--- src/rtl/multicycle_control.sv ---
// Multi-cycle MIPS control unit: Moore FSM sequencing fetch/decode/execute/memory/writeback,
// with memory-ready stalls, illegal-opcode trapping and a saturating retired-instruction counter.
module multicycle_control #(
    parameter int OPCODE_W = 6,
    parameter int CNT_W    = 16,
    parameter bit WAIT_MEM = 1'b1
) (
    input  logic                clk,
    input  logic                rst_n,
    input  logic [OPCODE_W-1:0] Opcode,
    input  logic                MemReady,
    output logic                PCWrite,
    output logic                PCWriteCond,
    output logic                BNE,
    output logic                IorD,
    output logic                MemRead,
    output logic                MemWrite,
    output logic                IRWrite,
    output logic                MemToReg,
    output logic                RegDst,
    output logic                RegWrite,
    output logic                ALUSrcA,
    output logic [1:0]          ALUSrcB,
    output logic [1:0]          ALUop,
    output logic [1:0]          PCSource,
    output logic                Illegal,
    output logic [3:0]          State,
    output logic [CNT_W-1:0]    InstrCount
);

    localparam logic [OPCODE_W-1:0] OP_RTYPE = OPCODE_W'(6'b000000);
    localparam logic [OPCODE_W-1:0] OP_LW    = OPCODE_W'(6'b100011);
    localparam logic [OPCODE_W-1:0] OP_SW    = OPCODE_W'(6'b101011);
    localparam logic [OPCODE_W-1:0] OP_BEQ   = OPCODE_W'(6'b000100);
    localparam logic [OPCODE_W-1:0] OP_BNE   = OPCODE_W'(6'b000101);
    localparam logic [OPCODE_W-1:0] OP_J     = OPCODE_W'(6'b000010);
    localparam logic [OPCODE_W-1:0] OP_ADDI  = OPCODE_W'(6'b001000);

    typedef enum logic [3:0] {
        S_RESET    = 4'd0,
        S_FETCH    = 4'd1,
        S_DECODE   = 4'd2,
        S_MEM_ADDR = 4'd3,
        S_MEM_RD   = 4'd4,
        S_WB_MEM   = 4'd5,
        S_MEM_WR   = 4'd6,
        S_RTYPE_EX = 4'd7,
        S_RTYPE_WB = 4'd8,
        S_ADDI_EX  = 4'd9,
        S_ADDI_WB  = 4'd10,
        S_BRANCH   = 4'd11,
        S_JUMP     = 4'd12,
        S_ILLEGAL  = 4'd13
    } state_t;

    state_t             state_q, state_d;
    logic               bne_q, bne_d;
    logic [CNT_W-1:0]   count_q, count_d;
    logic               ready;
    logic               retire;

    assign ready = WAIT_MEM ? MemReady : 1'b1;

    always_ff @(posedge clk or negedge rst_n) begin
        if (!rst_n) begin
            state_q <= S_RESET;
            bne_q   <= 1'b0;
            count_q <= '0;
        end else begin
            state_q <= state_d;
            bne_q   <= bne_d;
            count_q <= count_d;
        end
    end

    // Branch sense is captured in DECODE so later Opcode changes cannot affect BRANCH.
    always_comb begin
        state_d = state_q;
        bne_d   = bne_q;
        retire  = 1'b0;
        case (state_q)
            S_RESET:    state_d = S_FETCH;
            S_FETCH:    if (ready) state_d = S_DECODE;
            S_DECODE: begin
                bne_d = Opcode[0];
                if (Opcode == OP_RTYPE)                      state_d = S_RTYPE_EX;
                else if (Opcode == OP_LW || Opcode == OP_SW) state_d = S_MEM_ADDR;
                else if (Opcode == OP_BEQ || Opcode == OP_BNE) state_d = S_BRANCH;
                else if (Opcode == OP_J)                     state_d = S_JUMP;
                else if (Opcode == OP_ADDI)                  state_d = S_ADDI_EX;
                else                                         state_d = S_ILLEGAL;
            end
            S_MEM_ADDR: state_d = (Opcode == OP_LW) ? S_MEM_RD : S_MEM_WR;
            S_MEM_RD:   if (ready) state_d = S_WB_MEM;
            S_MEM_WR: begin
                if (ready) begin
                    state_d = S_FETCH;
                    retire  = 1'b1;
                end
            end
            S_RTYPE_EX: state_d = S_RTYPE_WB;
            S_ADDI_EX:  state_d = S_ADDI_WB;
            S_WB_MEM, S_RTYPE_WB, S_ADDI_WB, S_BRANCH, S_JUMP: begin
                state_d = S_FETCH;
                retire  = 1'b1;
            end
            S_ILLEGAL:  state_d = S_FETCH;
            default:    state_d = S_RESET;
        endcase
        count_d = (retire && (count_q != '1)) ? count_q + CNT_W'(1) : count_q;
    end

    always_comb begin
        PCWrite     = 1'b0;
        PCWriteCond = 1'b0;
        BNE         = 1'b0;
        IorD        = 1'b0;
        MemRead     = 1'b0;
        MemWrite    = 1'b0;
        IRWrite     = 1'b0;
        MemToReg    = 1'b0;
        RegDst      = 1'b0;
        RegWrite    = 1'b0;
        ALUSrcA     = 1'b0;
        ALUSrcB     = 2'b00;
        ALUop       = 2'b00;
        PCSource    = 2'b00;
        Illegal     = 1'b0;
        case (state_q)
            S_FETCH: begin
                MemRead = 1'b1;
                IRWrite = ready;
                PCWrite = ready;
                ALUSrcB = 2'b01;
            end
            S_DECODE:   ALUSrcB = 2'b11;
            S_MEM_ADDR: begin
                ALUSrcA = 1'b1;
                ALUSrcB = 2'b10;
            end
            S_MEM_RD: begin
                MemRead = 1'b1;
                IorD    = 1'b1;
            end
            S_WB_MEM: begin
                RegWrite = 1'b1;
                MemToReg = 1'b1;
            end
            S_MEM_WR: begin
                MemWrite = 1'b1;
                IorD     = 1'b1;
            end
            S_RTYPE_EX: begin
                ALUSrcA = 1'b1;
                ALUop   = 2'b10;
            end
            S_RTYPE_WB: begin
                RegWrite = 1'b1;
                RegDst   = 1'b1;
            end
            S_ADDI_EX: begin
                ALUSrcA = 1'b1;
                ALUSrcB = 2'b10;
            end
            S_ADDI_WB:  RegWrite = 1'b1;
            S_BRANCH: begin
                ALUSrcA     = 1'b1;
                ALUop       = 2'b01;
                PCWriteCond = 1'b1;
                PCSource    = 2'b01;
                BNE         = bne_q;
            end
            S_JUMP: begin
                PCWrite  = 1'b1;
                PCSource = 2'b10;
            end
            S_ILLEGAL:  Illegal = 1'b1;
            default: ;
        endcase
    end

    assign State      = state_q;
    assign InstrCount = count_q;

endmodule

--- config.mk ---
export PLATFORM = sky130hd
export DESIGN_NAME = multicycle_control
export DESIGN_NICKNAME = d
export VERILOG_FILES = /design/src/rtl/multicycle_control.sv
export SDC_FILE = /design/constraint.sdc
export NUM_CORES = 1
export LEC_CHECK = 0
export BUFFER_PORTS_ARGS = -buffer_cell sky130_fd_sc_hd__buf_2
export CAP_MARGIN = 20
export CORE_MARGIN = 3
export CORE_UTILIZATION = 30
export CTS_CLUSTER_SIZE = 25
export DETAILED_ROUTE_END_ITERATION = 7
export PLACE_DENSITY = 0.56
export SYNTH_ARGS = -nofsm -noshare
export SYNTH_HDL_FRONTEND = slang
export SYNTH_SLANG_ARGS = --single-unit
--- constraint.sdc ---
create_clock -name clk -period 5.8 [get_ports clk]
set_clock_uncertainty 0.1 [all_clocks]
set_input_delay 1.74 -clock clk [delete_from_list [all_inputs] [get_ports clk]]
set_output_delay 1.74 -clock clk [all_outputs]
set_load 0.01 [all_outputs]
==> results.json, run 1 <==
{
  "synth-seq-cells": 21,
  "grt_pass1_vias": 1120,
  "postRouteAntennaNets": 0,
  "dp_hpwl_um": 2410,
  "critPathCaptureType": "output port",
  "fin_setup_tns_ns": 0,
  "avgSynthCellArea_sq_um": 8.62,
  "cts_made_buffers": 3,
  "syn_inst": 158,
  "critPathArrivalTime_ns": 2.43,
  "use_met1_pct": 17.1,
  "cts_resized": 0,
  "area_growth_pct": 20.3,
  "grt.busiest_layer": "met2",
  "clock-root-buffer": "clkbuf_8",
  "grt_max_degree": 22,
  "grt_usage_pct": 12.3,
  "io_pins": 47,
  "startpoint_type": "primary input",
  "drc_errors": 0,
  "setup_viol": 0,
  "grt_antenna_before_repair": 0,
  "vias_per_cell": 5.17,
  "met2_usage_pct": 19.2,
  "finalPower_mw": 0.685,
  "p_leak_nw": 0.715,
  "vias": 1271,
  "hold_ws_ns": 0.385,
  "clk_path_buf_depth": 2,
  "drv_slew": 0,
  "synthFlopType": "dfrtp_1",
  "ir_drop_mv": 0.237,
  "die_y_um": 73.4,
  "fmaxAchievable_mhz": 234,
  "final_core_util_pct": 39.0,
  "p_clk_share_pct": 14.0,
  "die_area_sq_um": 5390,
  "gp_congestion": 0.744,
  "internal-power_mw": 0.375,
  "tightestPinTransition_ns": 0.647,
  "rsz0062_at_grt": "no",
  "postCtsHoldBufs": 0,
  "crit_type": "primary input to output port",
  "overflow": 0,
  "drive_above_1_share_pct": 29.1,
  "max_slew_margin_pct": 56.6,
  "timing.final.ws_setup_ns": 1.53,
  "cts.clk_slew.worst_paths_ns": 0.08,
  "met3_usage_pct": 1.92,
  "sw_frac_of_total_pct": 45.2,
  "ff2ff_setup_slack_ns": 3.27,
  "final.period_utilization_pct": 73.7,
  "regArea_sq_um": 526,
  "nFillCells": 442,
  "n_antenna_cell": 0,
  "multiInputGateArea_sq_um": 768,
  "crit_required_ns": 3.96,
  "syn_nets": 168,
  "netlist_area_sq_um": 1360,
  "period_needed_ns": 4.27,
  "synth-seq-area-share_pct": 38.6,
  "core_sq_um": 4200,
  "maxCapViolCount": 0,
  "cp_max_fo": 5,
  "drtIter0Drc": 68,
  "insertion_delay_ns": 0.26,
  "comb_power_share_pct": 46.5,
  "die_w_um": 73.4,
  "wirelength_um": 3260,
  "ys_types": 42,
  "first_pass_iters": 4,
  "post_cts_buffers": 0,
  "io_buffer_count": 46,
  "grt_pass1_wl_um": 5310,
  "p_per_area_nw_per_um2": 418,
  "wl_per_cell_um": 13.3,
  "cts.sinks": 21,
  "pwr-share-seq_pct": 39.5,
  "yosysWarnings": 0,
  "hold_path_class": "register to register",
  "h-tree-depth": 1,
  "outcome": "complete, no violations",
  "start_util_pct": 32.4,
  "postSynth.asyncResetShare_pct": 100,
  "cts_tree": "done",
  "synth-edff-count": 0,
  "place_ws_ns": 1.53,
  "nets": 207,
  "switching_power_mw": 0.310,
  "row_count": 23,
  "hold_viol": 0
}
critical path, stage by stage:
cell and delay, ns:
buf_2 0.12, nor3b_1 0.14, or2_2 0.29, buf_2 0.14
power groups by stage:
stage / sequential [mW] / combinational, mW / clock, mW
final: 0.270 / 0.319 / 0.0959
after global routing: 0.281 / 0.362 / 0.103
after CTS: 0.271 / 0.324 / 0.0998
after detailed placement: 0.275 / 0.322 / 0
after global placement: 0.274 / 0.322 / 0
after floorplan: 0.236 / 0.256 / 0
path summary, 6_finish.rpt:
| kind | from | end | cells past startpoint |
|---|---|---|---|
| max in group asynchronous | rst_n | State[0] | 1 |
| hold reg to reg | bne_q | bne_q | 2 |
| setup / recovery | MemReady | PCWrite | 4 |
| setup reg to reg | State[0] | InstrCount[14] | 5 |
| min in group asynchronous | rst_n | InstrCount[7] | 1 |
| hold / removal | bne_q | bne_q | 2 |
kinds of logic after synthesis:
kind of cell	synth area share, %
AOI/OAI and AO/OA	10.9
adders and majority gates	0.918
muxes	0.826
buffers and inverters	5.05
xor gates and xnor gates	10.2
DFF	38.6
and+or+nand+nor	33.5
final cells by class:
| class | count | area share (%) |
|---|---|---|
| Sequential cell | 21 | 32.1 |
| Tap cell | 50 | 3.82 |
| Inverter | 2 | 0.458 |
| Clock buffer | 4 | 2.75 |
| Multi-Input combinational cell | 123 | 46.9 |
| Timing Repair Buffer | 46 | 14.0 |
state kept, by name (all words and copies together), names as in the netlist:
signal / count
InstrCount: 16
bne_q: 1
State: 4
layer usage:
layer,vias to the layer above,wire (um)
li1,643,-
met1,587,1600
met2,41,1440
met3,0,221
met4,0,0
met5,-,0
cell usage after synthesis (2+ instances only):
cell / count / area [sq um]
a211oi_1: 3 / 22.5
xor2_1: 9 / 78.8
nor3_1: 10 / 50.1
nor2_1: 15 / 56.3
nor2b_1: 2 / 12.5
or2_2: 2 / 12.5
xnor2_1: 5 / 43.8
nor3b_1: 4 / 30.0
buf_4: 2 / 15.0
nand2_1: 11 / 41.3
a21oi_1: 6 / 30.0
clkbuf_1: 6 / 22.5
nor4_1: 4 / 25.0
o21ai_0: 7 / 35.0
buf_1: 2 / 7.51
dfrtp_1: 21 / 526
a31oi_1: 2 / 12.5
nand3_1: 7 / 35.0
inv_1: 2 / 7.51
and3_1: 4 / 25.0
a311oi_1: 2 / 17.5
nand2b_1: 5 / 31.3
nand4_1: 7 / 43.8
or3_1: 2 / 12.5
layout by cell type, fill, tap and decap left out, types with 3 or more instances in the layout:
cell type,Yosys,final
buf_2,1,46
dfrtp_1,21,21
nor2_1,15,15
nand2_1,11,11
nor3_1,10,10
xor2_1,9,9
o21ai_0,7,7
nand3_1,7,7
nand4_1,7,7
a21oi_1,6,6
nand2b_1,5,5
xnor2_1,5,5
nor3b_1,4,4
and3_1,4,4
nor4_1,4,4
a211oi_1,3,3
clkbuf_8,0,3
stage by stage:
stage	cell area [sq um]	std cells
after floorplan	1360	158
after global placement	1590	242
after detailed placement	1590	242
after CTS	1640	246
after global routing	1640	246
final	1640	246
Power figures use the tool's default switching activity.
==> run 2, diff against run 1 <==
- ABC_AREA: unset -> 1
- PLACE_DENSITY: 0.56 -> 0.57
- clock period: 5.8 -> 3.9 ns (I/O delays scaled with it)
==> run 2 against run 1 <==
  * Sequential share of layout area down 4.4 points
  * Clock-buffer cell count decreased by 1
  * Critical path type is now register to output port
  * Combinational power is 57% higher
  * Largest power group unchanged
==> results.json, run 2 <==
{
  "outcome": "complete, no violations",
  "syn_nets": 263,
  "yosys.area.top_type": "dfrtp_1",
  "hold_viol": 0,
  "crit_type": "register to output port",
  "cts.clk_slew.worst_paths_ns": 0.08,
  "max_stage_delay_ns": 0.44,
  "crit_chain": "inv_1 -> nand2_1 -> nor2_1 -> inv_1 -> nand2_1 -> buf_2",
  "cts.sinks": 21,
  "tightestPinTransition_ns": 0.473,
  "cp.depth": 6,
  "critPathCaptureType": "output port",
  "r2r_cells": 7,
  "die_area_sq_um": 6170,
  "synthTopCellsByArea": "dfrtp_1 33%, nand2_1 24%, nor2_1 9.0%",
  "wl_met2_um": 1900,
  "cp_top_family": "simple AND/OR/NAND/NOR gates",
  "crit_required_ns": 2.63,
  "final_common_cell": "nand2_1",
  "drtIter0Drc": 103,
  "fmaxAchievable_mhz": 341,
  "ys_types": 24,
  "h-tree-depth": 1,
  "grt_max_degree": 22,
  "syn_inst": 253,
  "path_buf_inv": 3,
  "final.period_utilization_pct": 75.1,
  "critPathArrivalTime_ns": 1.66,
  "die_y_um": 78.5,
  "period_needed_ns": 2.93,
  "yosysMostFrequentCell": "nand2_1",
  "routed-wl-met3_um": 152,
  "finalNonFillerCells": 365,
  "min_path_cells": 2,
  "grt_usage_pct": 14.6,
  "yosysWarnings": 0,
  "postRouteAntennaNets": 0,
  "largest_register_ffs": 16,
  "netlist_area_sq_um": 1580,
  "vias_per_cell": 4.49,
  "area_growth_pct": 20.4,
  "rsz0062_at_grt": "no",
  "wirelength_um": 4170,
  "placedCellCount": 361,
  "maxCapViolCount": 0,
  "hold_path_class": "register to register",
  "drive_above_1_share_pct": 20.1,
  "insertion_delay_ns": 0.27,
  "p_leak_nw": 1.08,
  "synth-seq-area-share_pct": 33.3,
  "ys_top_cells_by_count": "100 x nand2_1, 38 x nor2_1, 26 x inv_1",
  "wl_per_cell_um": 11.4,
  "synth_top_area_share_pct": 33.3,
  "fin_area_sq_um": 1900,
  "cts_made_buffers": 3,
  "ir_drop_mv": 0.230,
  "start_util_pct": 32.1,
  "wl_met1_um": 2070,
  "synth-seq-cells": 21,
  "setup_viol": 0,
  "grt_pass1_wl_um": 7330,
  "post_cts_buffers": 0,
  "synthFlopType": "dfrtp_1",
  "nets": 309,
  "avgSynthCellArea_sq_um": 6.24,
  "overflow": 0,
  "grt_pass1_vias": 1534,
  "gp_congestion": 0.909,
  "startpoint_type": "register",
  "cts_tree": "done",
  "grt_antenna_before_repair": 0,
  "layout_common_cells": "100 x nand2_1, 46 x buf_2, 38 x nor2_1, 26 x inv_1, 25 x nand3_1",
  "fin_setup_tns_ns": 0,
  "synth-edff-count": 0,
  "first_pass_iters": 6,
  "clock-root-buffer": "clkbuf_8",
  "dp_hpwl_um": 3230,
  "n_antenna_cell": 0,
  "timing.final.ws_setup_ns": 0.971,
  "slowest_stage": "dfrtp_1",
  "cp_max_fo": 7,
  "drv_slew": 0,
  "postCtsHoldBufs": 0,
  "die_w_um": 78.5,
  "drc_errors": 0,
  "core_sq_um": 4910,
  "row_count": 25,
  "clk_path_buf_depth": 2,
  "placed_area_sq_um": 1850,
  "p_per_area_nw_per_um2": 511,
  "vias": 1640,
  "hold_ws_ns": 0.446,
  "io_pins": 47,
  "place_ws_ns": 0.988,
  "postSynth.asyncResetShare_pct": 100,
  "io_buffer_count": 46,
  "max_slew_margin_pct": 68.4,
  "cts_resized": 0,
  "dr.max_layer_used": "met4"
}
-- run 2: cell count changes after synthesis, moves of 9 or more --
cell / previous run / this run
nand2_1: 11 / 100
inv_1: 2 / 26
nor2_1: 15 / 38
nand3_1: 7 / 25
nor3_1: 10 / 1
-- run 2: final cells by class --
type	instances	area, sq um
clock buffer	3	41.3
clock inverter	1	5.00
fill	567	3010
inverter	28	105
multi-input combinational	199	908
sequential	21	526
tap	67	83.8
timing repair buffer	46	230
-- run 2: final timing paths --
kind / start / end / slack (ns)
max in group asynchronous: rst_n / State[0] / 2.63
worst max-delay path: State[0] / ALUSrcB[0] / 0.97
worst min-delay path: InstrCount[1] / InstrCount[1] / 0.45
worst max register to register: InstrCount[0] / InstrCount[13] / 1.91
worst min register to register: InstrCount[1] / InstrCount[1] / 0.45
min in group asynchronous: rst_n / InstrCount[6] / 0.74
-- run 2: through the flow --
| step | power, mW | util [%] |
|---|---|---|
| CTS | 0.987 | 38.7 |
| global placement | 0.838 | 37.7 |
| global route | 1.08 | 38.7 |
| floorplan | 0.674 | - |
| detailed placement | 0.832 | 37.7 |
| finish | 0.971 | 38.7 |
-- run 2: worst reg2reg max path: cells and delay by family, from the launching register on --
family                     cells  cell delay (ns)
adders and majority gates      1             0.29
DFF                            1             0.46
and+or+nand+nor                6             1.09
-- run 2: cell families after synthesis --
logic type | share of synthesized area [%]
and+or+nand+nor | 48.3
buffers and inverters | 9.12
AOI/OAI and AO/OA | 4.04
DFF | 33.3
xor gates and xnor gates | 4.44
adders and majority gates | 0.793
-- run 2: per-layer routing --
layer / vias up / global-route usage [%]
met5: - / 0
met4: 0 / 4.55
met3: 5 / 2.52
met2: 34 / 22.8
met1: 722 / 20.4
li1: 879 / -
-- run 2: report_power, final --
group	internal (mW)	total [mW]	leakage, nW	switching [mW]
Combinational	0.170	0.500	0.769	0.330
Sequential	0.261	0.321	0.282	0.0599
Clock	0.0715	0.150	0.0255	0.0786
Total	0.502	0.971	1.08	0.469
==> run 3, diff against run 2 <==
- clock period: 3.9 -> 2.6 ns (I/O delays scaled with it)
==> run 3 against run 2 <==
  * Combinational power up 52%
  * Utilization grew 0.15 points
  * Routed wire length shrank 2.4%
  * Sequential share of layout area is 0.11 points lower
  * Worst hold slack worse by 0.083 ns
  * Flip-flop and latch count is the same
  * Non-clock buffer count up 1
  * Cell count increased by 0.27%
  * Die area unchanged
  * Register-to-register slack got worse by 1.3 ns
  * First-iteration DRC count decreased by 8.7%
==> results.json, run 3 (synthesis gave the netlist of run 2 again) <==
{
  "wl_per_cell_um": 11.1,
  "start_util_pct": 32.1,
  "setup_viol": 0,
  "fin_area_sq_um": 1910,
  "placed_area_sq_um": 1860,
  "hold_path_class": "primary input to asynchronous set/reset pin",
  "first_pass_iters": 4,
  "max_stage_delay_ns": 0.45,
  "die_w_um": 78.5,
  "cts.clk_slew.worst_paths_ns": 0.08,
  "gp_congestion": 0.929,
  "ir_drop_mv": 0.426,
  "clock-root-buffer": "clkbuf_8",
  "period_needed_ns": 2.34,
  "vias_per_cell": 4.60,
  "path_common_cell": "inv_1",
  "final_common_cell": "nand2_1",
  "crit_required_ns": 1.72,
  "area_growth_pct": 20.9,
  "die_y_um": 78.5,
  "met3_usage_pct": 2.52,
  "grt_antenna_before_repair": 0,
  "cp_top_family": "flip-flops",
  "die_area_sq_um": 6170,
  "slowest_stage": "dfrtp_1",
  "rsz0062_at_grt": "no",
  "ff2ff_setup_slack_ns": 0.61,
  "grt_pass1_wl_um": 6980,
  "grt_max_degree": 22,
  "r2r_cells": 7,
  "startpoint_type": "register",
  "p_per_area_nw_per_um2": 764,
  "outcome": "complete, no violations",
  "grt.busiest_layer": "met2",
  "path_buf_inv": 3,
  "drc_errors": 0,
  "n_antenna_cell": 0,
  "wirelength_um": 4070,
  "grt_usage_pct": 14.0,
  "crit_chain": "inv_1 -> nand2_1 -> nor2_1 -> inv_1 -> o21ai_0 -> buf_2",
  "maxCapViolCount": 0,
  "grt_pass1_vias": 1490,
  "core_sq_um": 4910,
  "cts.sinks": 21,
  "r2r_start": "InstrCount[0]",
  "placedCellCount": 362,
  "clk_path_buf_depth": 2,
  "nets": 310,
  "overflow": 0,
  "crit_type": "register to output port",
  "finalNonFillerCells": 366,
  "met2_usage_pct": 22.2,
  "postCtsHoldBufs": 0,
  "drtIter0Drc": 94,
  "insertion_delay_ns": 0.26,
  "r2r_end": "InstrCount[13]",
  "hold_viol": 0,
  "p_leak_nw": 1.08,
  "row_count": 25,
  "vias": 1685,
  "max_slew_margin_pct": 68.4,
  "multiInputGateArea_sq_um": 908,
  "drv_slew": 0,
  "critPathCaptureType": "output port",
  "fmaxAchievable_mhz": 427,
  "drive_above_1_share_pct": 20.4,
  "io_pins": 47,
  "critPathLaunch": "State[1]",
  "final.period_utilization_pct": 90.0,
  "io_buffer_count": 46,
  "cp_max_fo": 8,
  "cts_resized": 0,
  "post_cts_buffers": 0,
  "use_met1_pct": 19.6,
  "cts_tree": "done",
  "fin_setup_tns_ns": 0,
  "postRouteAntennaNets": 0,
  "layout_common_cells": "100 x nand2_1, 46 x buf_2, 38 x nor2_1, 26 x inv_1, 25 x nand3_1",
  "largest_register_ffs": 16,
  "cts_made_buffers": 3,
  "critPathArrivalTime_ns": 1.46,
  "regArea_sq_um": 526,
  "dp_hpwl_um": 3170,
  "finalPower_mw": 1.46,
  "h-tree-depth": 1,
  "tightestPinTransition_ns": 0.474,
  "nFillCells": 549
}
==> run 3: layer usage <==
layer  share of wire, %  vias up
met5                  0        -
met3                4.3        4
met1                 50      764
li1                   -      883
met4                1.1        0
met2                 44       34
==> run 3: final cells by class <==
cell class                 count  share of cell area, %
inverter                      28                   5.51
timing repair buffer          47                   12.5
clock buffer                   3                   2.17
tap                           67                   4.40
multi-input combinational    199                   47.6
sequential                    21                   27.6
clock inverter                 1                  0.262
==> run 3: stage by stage <==
stage          hold slack (ns)  setup WS (ns)  utilization (%)
2_1_floorplan            0.384          0.593                -
3_3_place_gp             0.416          0.480             37.9
3_5_place_dp             0.413          0.471             37.9
4_1_cts                  0.379          0.255             38.8
5_1_grt                  0.392         0.0584             38.8
6_report                 0.363          0.260             38.8
==> run 3: how the worst max path moves through the flow <==
stage | endpoint | cells past startpoint
after floorplan | ALUSrcB[0] | 5
after global routing | PCWrite | 6
after CTS | PCWrite | 6
after detailed placement | PCWrite | 4
after global placement | PCWrite | 4
final | PCWrite | 6
==> run 3: worst reg2reg max path: cells and delay by family, from the launching register on <==
family | cells | cell delay (ns)
simple gates | 6 | 1.08
fa+ha+maj | 1 | 0.30
flops | 1 | 0.46
==> run 3: where the power goes <==
part,switching [mW],internal [mW]
clock,0.110,0.107
combinational,0.498,0.260
sequential,0.0901,0.391
